### src/rtl/mux_cfgchain_sel.sv
// Routing multiplexer with its own configuration storage: a serial scan
// chain (sreg) feeds a shadow register (active). Committing copies sreg into
// active in one step, so the selected path never changes while bits shift.
module mux_cfgchain_sel #(
  parameter int  NUM_INPUTS = 8,
  parameter int  ENCODING   = 0,
  localparam int MEM_SIZE   = (ENCODING == 0) ? NUM_INPUTS : $clog2(NUM_INPUTS)
) (
  input  logic                  prog_clk,
  input  logic                  pReset,
  input  logic                  config_enable,
  input  logic                  ccff_head,
  output logic                  ccff_tail,
  input  logic                  commit,
  input  logic [0:NUM_INPUTS-1] in,
  output logic                  out,
  output logic [0:MEM_SIZE-1]   mem,
  output logic [0:MEM_SIZE-1]   mem_inv,
  output logic                  config_done,
  output logic                  cfg_error
);

  localparam int CNT_W = $clog2(MEM_SIZE + 1);

  typedef enum logic [1:0] {
    EMPTY   = 2'd0,
    LOADING = 2'd1,
    FULL    = 2'd2
  } state_t;

  logic [0:MEM_SIZE-1] sreg, sreg_next;
  logic [0:MEM_SIZE-1] active, active_next;
  logic [CNT_W-1:0]    bit_cnt, cnt_next;
  logic                err_next;
  state_t              state;
  logic [7:0]          ones_cnt;
  logic [31:0]         sreg_val;
  logic [31:0]         active_val;
  logic                legal;

  // Configuration state register: chain, shadow copy, shift count, error flag
  always_ff @(posedge prog_clk) begin
    if (pReset) begin
      sreg      <= '0;
      active    <= '0;
      bit_cnt   <= '0;
      cfg_error <= 1'b0;
    end else begin
      sreg      <= sreg_next;
      active    <= active_next;
      bit_cnt   <= cnt_next;
      cfg_error <= err_next;
    end
  end

  // Load state is derived from how many bits have arrived since the last commit
  always_comb begin
    state = EMPTY;
    if (bit_cnt == CNT_W'(MEM_SIZE)) begin
      state = FULL;
    end else if (bit_cnt != '0) begin
      state = LOADING;
    end
  end

  // Decide whether the pattern waiting in the chain may drive the mux
  always_comb begin
    ones_cnt = 8'd0;
    for (int i = 0; i < MEM_SIZE; i++) begin
      if (sreg[i]) begin
        ones_cnt = ones_cnt + 8'd1;
      end
    end
    sreg_val = 32'(sreg);
    if (ENCODING == 0) begin
      legal = (ones_cnt == 8'd1);
    end else begin
      legal = (sreg_val < 32'(NUM_INPUTS));
    end
  end

  // Shift has priority over commit; commit only acts on a complete legal load
  always_comb begin
    sreg_next   = sreg;
    active_next = active;
    cnt_next    = bit_cnt;
    err_next    = cfg_error;
    if (config_enable) begin
      sreg_next[0] = ccff_head;
      for (int i = 1; i < MEM_SIZE; i++) begin
        sreg_next[i] = sreg[i-1];
      end
      if (state != FULL) begin
        cnt_next = bit_cnt + CNT_W'(1);
      end
    end else if (commit) begin
      if (state == FULL) begin
        cnt_next = '0;
        if (legal) begin
          active_next = sreg;
          err_next    = 1'b0;
        end else begin
          err_next    = 1'b1;
        end
      end else begin
        err_next = 1'b1;
      end
    end
  end

  // Data path: pick one input using the committed configuration only
  always_comb begin
    out        = 1'b0;
    active_val = 32'(active);
    if (ENCODING == 0) begin
      for (int i = 0; i < NUM_INPUTS; i++) begin
        out = out | (active[i] & in[i]);
      end
    end else begin
      for (int i = 0; i < NUM_INPUTS; i++) begin
        if (active_val == 32'(i)) begin
          out = in[i];
        end
      end
    end
  end

  assign mem         = active;
  assign mem_inv     = ~active;
  assign ccff_tail   = sreg[MEM_SIZE-1];
  assign config_done = (state == FULL);

endmodule
### config.mk
export PLATFORM = sky130hd
export DESIGN_NAME = mux_cfgchain_sel
export DESIGN_NICKNAME = d
export VERILOG_FILES = /design/src/rtl/mux_cfgchain_sel.sv
export SDC_FILE = /design/constraint.sdc
export NUM_CORES = 1
export LEC_CHECK = 0
export ABC_AREA = 1
export BUFFER_PORTS_ARGS = -buffer_cell sky130_fd_sc_hd__buf_2
export CAP_MARGIN = 15
export CORE_ASPECT_RATIO = 0.8
export CORE_MARGIN = 4
export CORE_UTILIZATION = 54
export CTS_CLUSTER_DIAMETER = 60
export DETAILED_ROUTE_END_ITERATION = 10
export PLACE_DENSITY = 0.81
export SLEW_MARGIN = 10
export SYNTH_ARGS = -nofsm -noshare
export SYNTH_HDL_FRONTEND = slang
export SYNTH_SLANG_ARGS = --single-unit
### constraint.sdc
create_clock -name prog_clk -period 4.67 [get_ports prog_clk]
set_clock_uncertainty 0.1 [all_clocks]
set_input_delay 0.467 -clock prog_clk [delete_from_list [all_inputs] [get_ports prog_clk]]
set_output_delay 0.467 -clock prog_clk [all_outputs]
set_load 0.05 [all_outputs]
After elaboration in Yosys (flattened, before gate mapping). Cells that the tools add are included.

Bits in registers: 21. Output and inout bits: 20. Word-level logic and storage cells: 56.

Add/sub/neg operators: 8. Equal/unequal tests: 5. Multiplexer cells: 16. Bitwise operators: 17. Reductions and logical operators: 6.

Operator list (number): $add 8x1->8 const B (7); $mux 8 (7); $mux 4 (4); $and 1x1->1 (8); $eq 8x1->1 const B (1); $not 8->8 (1); $or 1x1->1 (7); $add 4x1->4 const B (1); $eq 4x4->1 const B (1); $mux 1 (4); $reduce_and 4->1 (1); $reduce_bool 2->1 (2); $reduce_bool 4->1 (1); $reduce_and 3->1 (1); $eq 2x2->1 const B (1); $mux 2 (1); $ne 2x1->1 const B (1); $ne 2x2->1 const B (1); $reduce_and 2->1 (1); $not 1->1 (1).

Depth between registers and ports, before layout.
Depth in word-level cells: 18. Mapped depth: 28. Mapped depth without buffers: 27.

Worst setup path after synthesis. No wires, ideal clock.

Path type: reg2reg. From: register sreg[1] (netlist bit). To: register active, in the netlist mem[5]. Setup time: 117 ps. Arrival: 3700 ps. Required time: 4453 ps. Slack: 753 ps. Stages on the path, launching flop included: 28. Period minus slack after synthesis: 3917 ps. Path through: dfxtp_1 -> inv_1 -> ha_1 -> inv_1 -> nand2_4 -> nand2_1 -> inv_1 -> ha_1 -> nand2_1 -> nand2_1 -> ha_1 -> or2_1 -> nand2_2 -> inv_1 -> ha_1 -> nand2_1 -> nand2_1 -> ha_1 -> nand2_1 -> nand2_1 -> ha_1 -> nor2_1 -> nand2_1 -> nand2_2 -> buf_6 -> nand3_1 -> nand2_1 -> nor2_1.

Cells in the longest elaborated chain, start to end: 15.

RTL lines: from (decl) (line 31) `logic [0:MEM_SIZE-1] sreg, sreg_next;`; from (signal assigned) (line 49) `sreg <= sreg_next;`; $mux 8 (*) (line 70) `if (sreg[i]) begin`; $add 8x1->8 (line 71) `ones_cnt = ones_cnt + 8'd1;`; $mux 8 (*) (line 70); $add 8x1->8 (line 71); $mux 8 (*) (line 70); $add 8x1->8 (line 71); $mux 8 (*) (line 70); $add 8x1->8 (line 71); $mux 8 (*) (line 70); $add 8x1->8 (line 71); $mux 8 (*) (line 70); $add 8x1->8 (line 71); $mux 8 (*) (line 70); $eq 8x1->1 (*) (line 76) `legal = (ones_cnt == 8'd1);`; $reduce_and 4->1 (no line) (*); to (signal assigned) (line 50) `active <= active_next;`; to (decl) (line 32) `logic [0:MEM_SIZE-1] active, active_next;`.

Every way passes the cells marked *; elsewhere a longest branch is shown, timed or not. A chain may end at the register's enable or synchronous reset.

Worst setup path in the final report.
From: register sreg[1] (netlist bit). To: register active, in the netlist mem[2].

Same word-level chain as after synthesis.

==> impl_metrics.csv <==
group,metric,value,unit
logic_synthesis,async_reset_ff_share,0,%
logic_synthesis,synth_top_cell_by_area,"dfxtp_1",
logic_synthesis,synth_commonest_cells,"nand2_1, inv_1, dfxtp_1, nand3_1, nor2_1",
global_route,track_usage,17.8,%
setup_path,arrival,4350,ps
drt,route.met2.wl,1480,um
placed_design,placedCellCount,295,
cts,cts_hold_buf,0,
die,core_area,0.00277,sq mm
cts,post_cts_buffers,0,
logic_synthesis,avgSynthCellArea,6.79,sq um
power_and_ir_drop,power_density,230,mW/mm^2
cts,clkTransAtPathRegs,120,ps
timing,tightest_slew,454,ps
final_layout,multi_input_comb_area,960,sq um
timing,final.min_clock_period,4230,ps
cts,cts_made_buffers,3,
setup_path,crit_family,"adder cells",
logic_synthesis,ys_warn_count,0,
die,die-area,0.00382,sq mm
logic_synthesis,synth.area.top_cells,"dfxtp_1, nand2_1, inv_1",
cts,clockBufferDepth,2,
global_route,grt_max_degree,20,
drt,vias_per_cell,4.94,
global_route,grt_overflow,0,
die,die_h,56.1,um
power_and_ir_drop,p_leak,0.000868,uW
final_layout,diodes,0,
setup_path,cpPeakStageDelay,380,ps
final_layout,drive_gt1_share,29.5,%
placed_design,gp_congestion,0.798,
die,io_pins,33,
logic_synthesis,synth.cell_area,0.00156,sq mm
logic_synthesis,synth.distinct_cells,26,
setup_path,cp_max_fo,17,
drt,drtIter0Drc,48,
timing,period_share,90.5,%
cts,cts_resized,0,
timing,hold_violations,0,
final_layout,ff_latch_area,420,sq um
setup_path,required,4800,ps
logic_synthesis,netlist.area_leader.share,26.9,%
run_status,status,"finished, final reports clean",
cts,cts_tree,"yes",
drt,detail-route-antenna-nets,0,
logic_synthesis,synth_most_common_cell,"nand2_1",
timing,fmax,0.237,GHz
global_route,antenna_found_initial,0,
drt,met3_wirelength,149,um
die,start_util,56.5,%
drt,num_vias,1477,
logic_synthesis,synthFlopType,"dfxtp_1",
min_path,hold_path_class,"input pin to flop",
drt,drc,0,
global_route,grt_pass1_wl,5400,um
logic_synthesis,synth_edf_count,0,
cts,root_buffer,"clkbuf_4",
timing,rsz0062_at_grt,"no",
setup_path,critical_path_class,"flop to flop",
power_and_ir_drop,peakVddDrop,0.000188,V
timing,finalSetupTns,0,ps
cts,worst_skew_pair.late_latency,310,ps
setup_path,worstSetupStartpointType,"flop",
final_layout,fin_util,63.4,%
drt,highest_layer,"met4",
die,die_x,68.1,um
logic_synthesis,seq_area_frac_synth,26.9,%
global_route,grt_pass1_vias,1325,
final_layout,stdcell_count,299,
placed_design,numPortBuffers,32,
timing,slew_viol_final,0,
setup_path,cpMaxStageDelayCell,"dfxtp_1",
final_layout,areaGrowthSynthToFinish,12.3,%
final_layout,fillers,258,
setup_path,path_buf_inv,4,
logic_synthesis,synth_fp_nets,252,
cts,cts.htree.levels,1,
final_layout,nets,284,
setup_path,crit_path_frequent_cell,"nand2_1",
drt,wl_met1,1560,um
setup_path,cp-end-kind,"flop",
die,rows,17,
drt,wirelength,3220,um
drt,dr.pass1.iters,4,
timing,setup_viol,0,
placed_design,dp.final_hpwl,2610,um
cts,clock_sinks,21,
logic_synthesis,ys_seq_elements,21,
flow_run,maxCapViolCount,0,
logic_synthesis,syn-instance-count,230,
drt,drt-wirelength-per-cell,10.8,um
timing,relSlewSlack,69.7,%
==> layout by cell type, fill, tap and decap left out, types with 2 or more instances in the layout <==
| cell | synthesis | routed |
|---|---|---|
| nand4_1 | 2 | 2 |
| inv_1 | 34 | 34 |
| buf_2 | 0 | 32 |
| inv_2 | 3 | 3 |
| o21ai_0 | 9 | 9 |
| a21oi_1 | 13 | 13 |
| clkbuf_4 | 0 | 3 |
| nor2_1 | 21 | 21 |
| nand2_2 | 18 | 18 |
| ha_1 | 9 | 9 |
| nand3_2 | 8 | 8 |
| a21oi_2 | 7 | 7 |
| nand3_1 | 21 | 21 |
| nand2_4 | 2 | 2 |
| nand2_1 | 48 | 48 |
| dfxtp_1 | 21 | 21 |
==> path summary, 6_finish.rpt <==
path | start | end | slack, ps | depth (start not counted)
worst max-delay path | sreg[1] | mem[2] | 440 | 26
worst min-delay path | pReset | bit_cnt[1] | 250 | 2
worst max register to register | sreg[1] | mem[2] | 440 | 26
worst min register to register | bit_cnt[1] | bit_cnt[1] | 410 | 2
==> layer usage <==
metal  vias up  track usage (%)
met5         -                0
met4         0             3.40
met3         4             5.05
met2        26             29.8
met1       656             22.5
li1        791                -
==> sequential cells by signal (all words and copies together) (netlist names) <==
signal	cells
mem	8
sreg	8
bit_cnt	4
cfg_error	1
==> power by group <==
part | switching, uW | internal (uW) | leakage [uW]
Clock | 57.0 | 32.1 | 0.0000177
Combinational | 83.3 | 39.8 | 0.000679
Sequential | 6.63 | 185 | 0.000171
Total | 147 | 257 | 0.000868
==> cell families (layout without fill, tap and decap cells) <==
family / count (synthesis) / in the layout / synth area share [%]
buf+inv: 42 / 73 / 11.6
compound gates: 31 / 31 / 12.0
simple gates: 126 / 126 / 41.7
flops: 21 / 21 / 26.9
xor+xnor: 1 / 1 / 0.561
fa+ha+maj: 9 / 9 / 7.21
==> per-stage QoR <==
step                      area [sq um]  total power, uW  hold slack, ps  setup WS [ps]
after CTS                         1750              408             237            424
after floorplan                   1560              298             367            753
after global placement            1730              315             395            550
final                             1750              404             245            443
after global routing              1750              433             250           46.5
after detailed placement          1730              319             393            461
==> area by class of cell <==
type	count	area share, %
multi-input cells	167	54.7
clock inverters	1	0.285
clock buffers	3	1.28
flip-flops and latches	21	24.0
well taps	38	2.71
inverters	37	7.92
repair buffers	32	9.13
No activity file was read; power rests on OpenSTA's default activity.
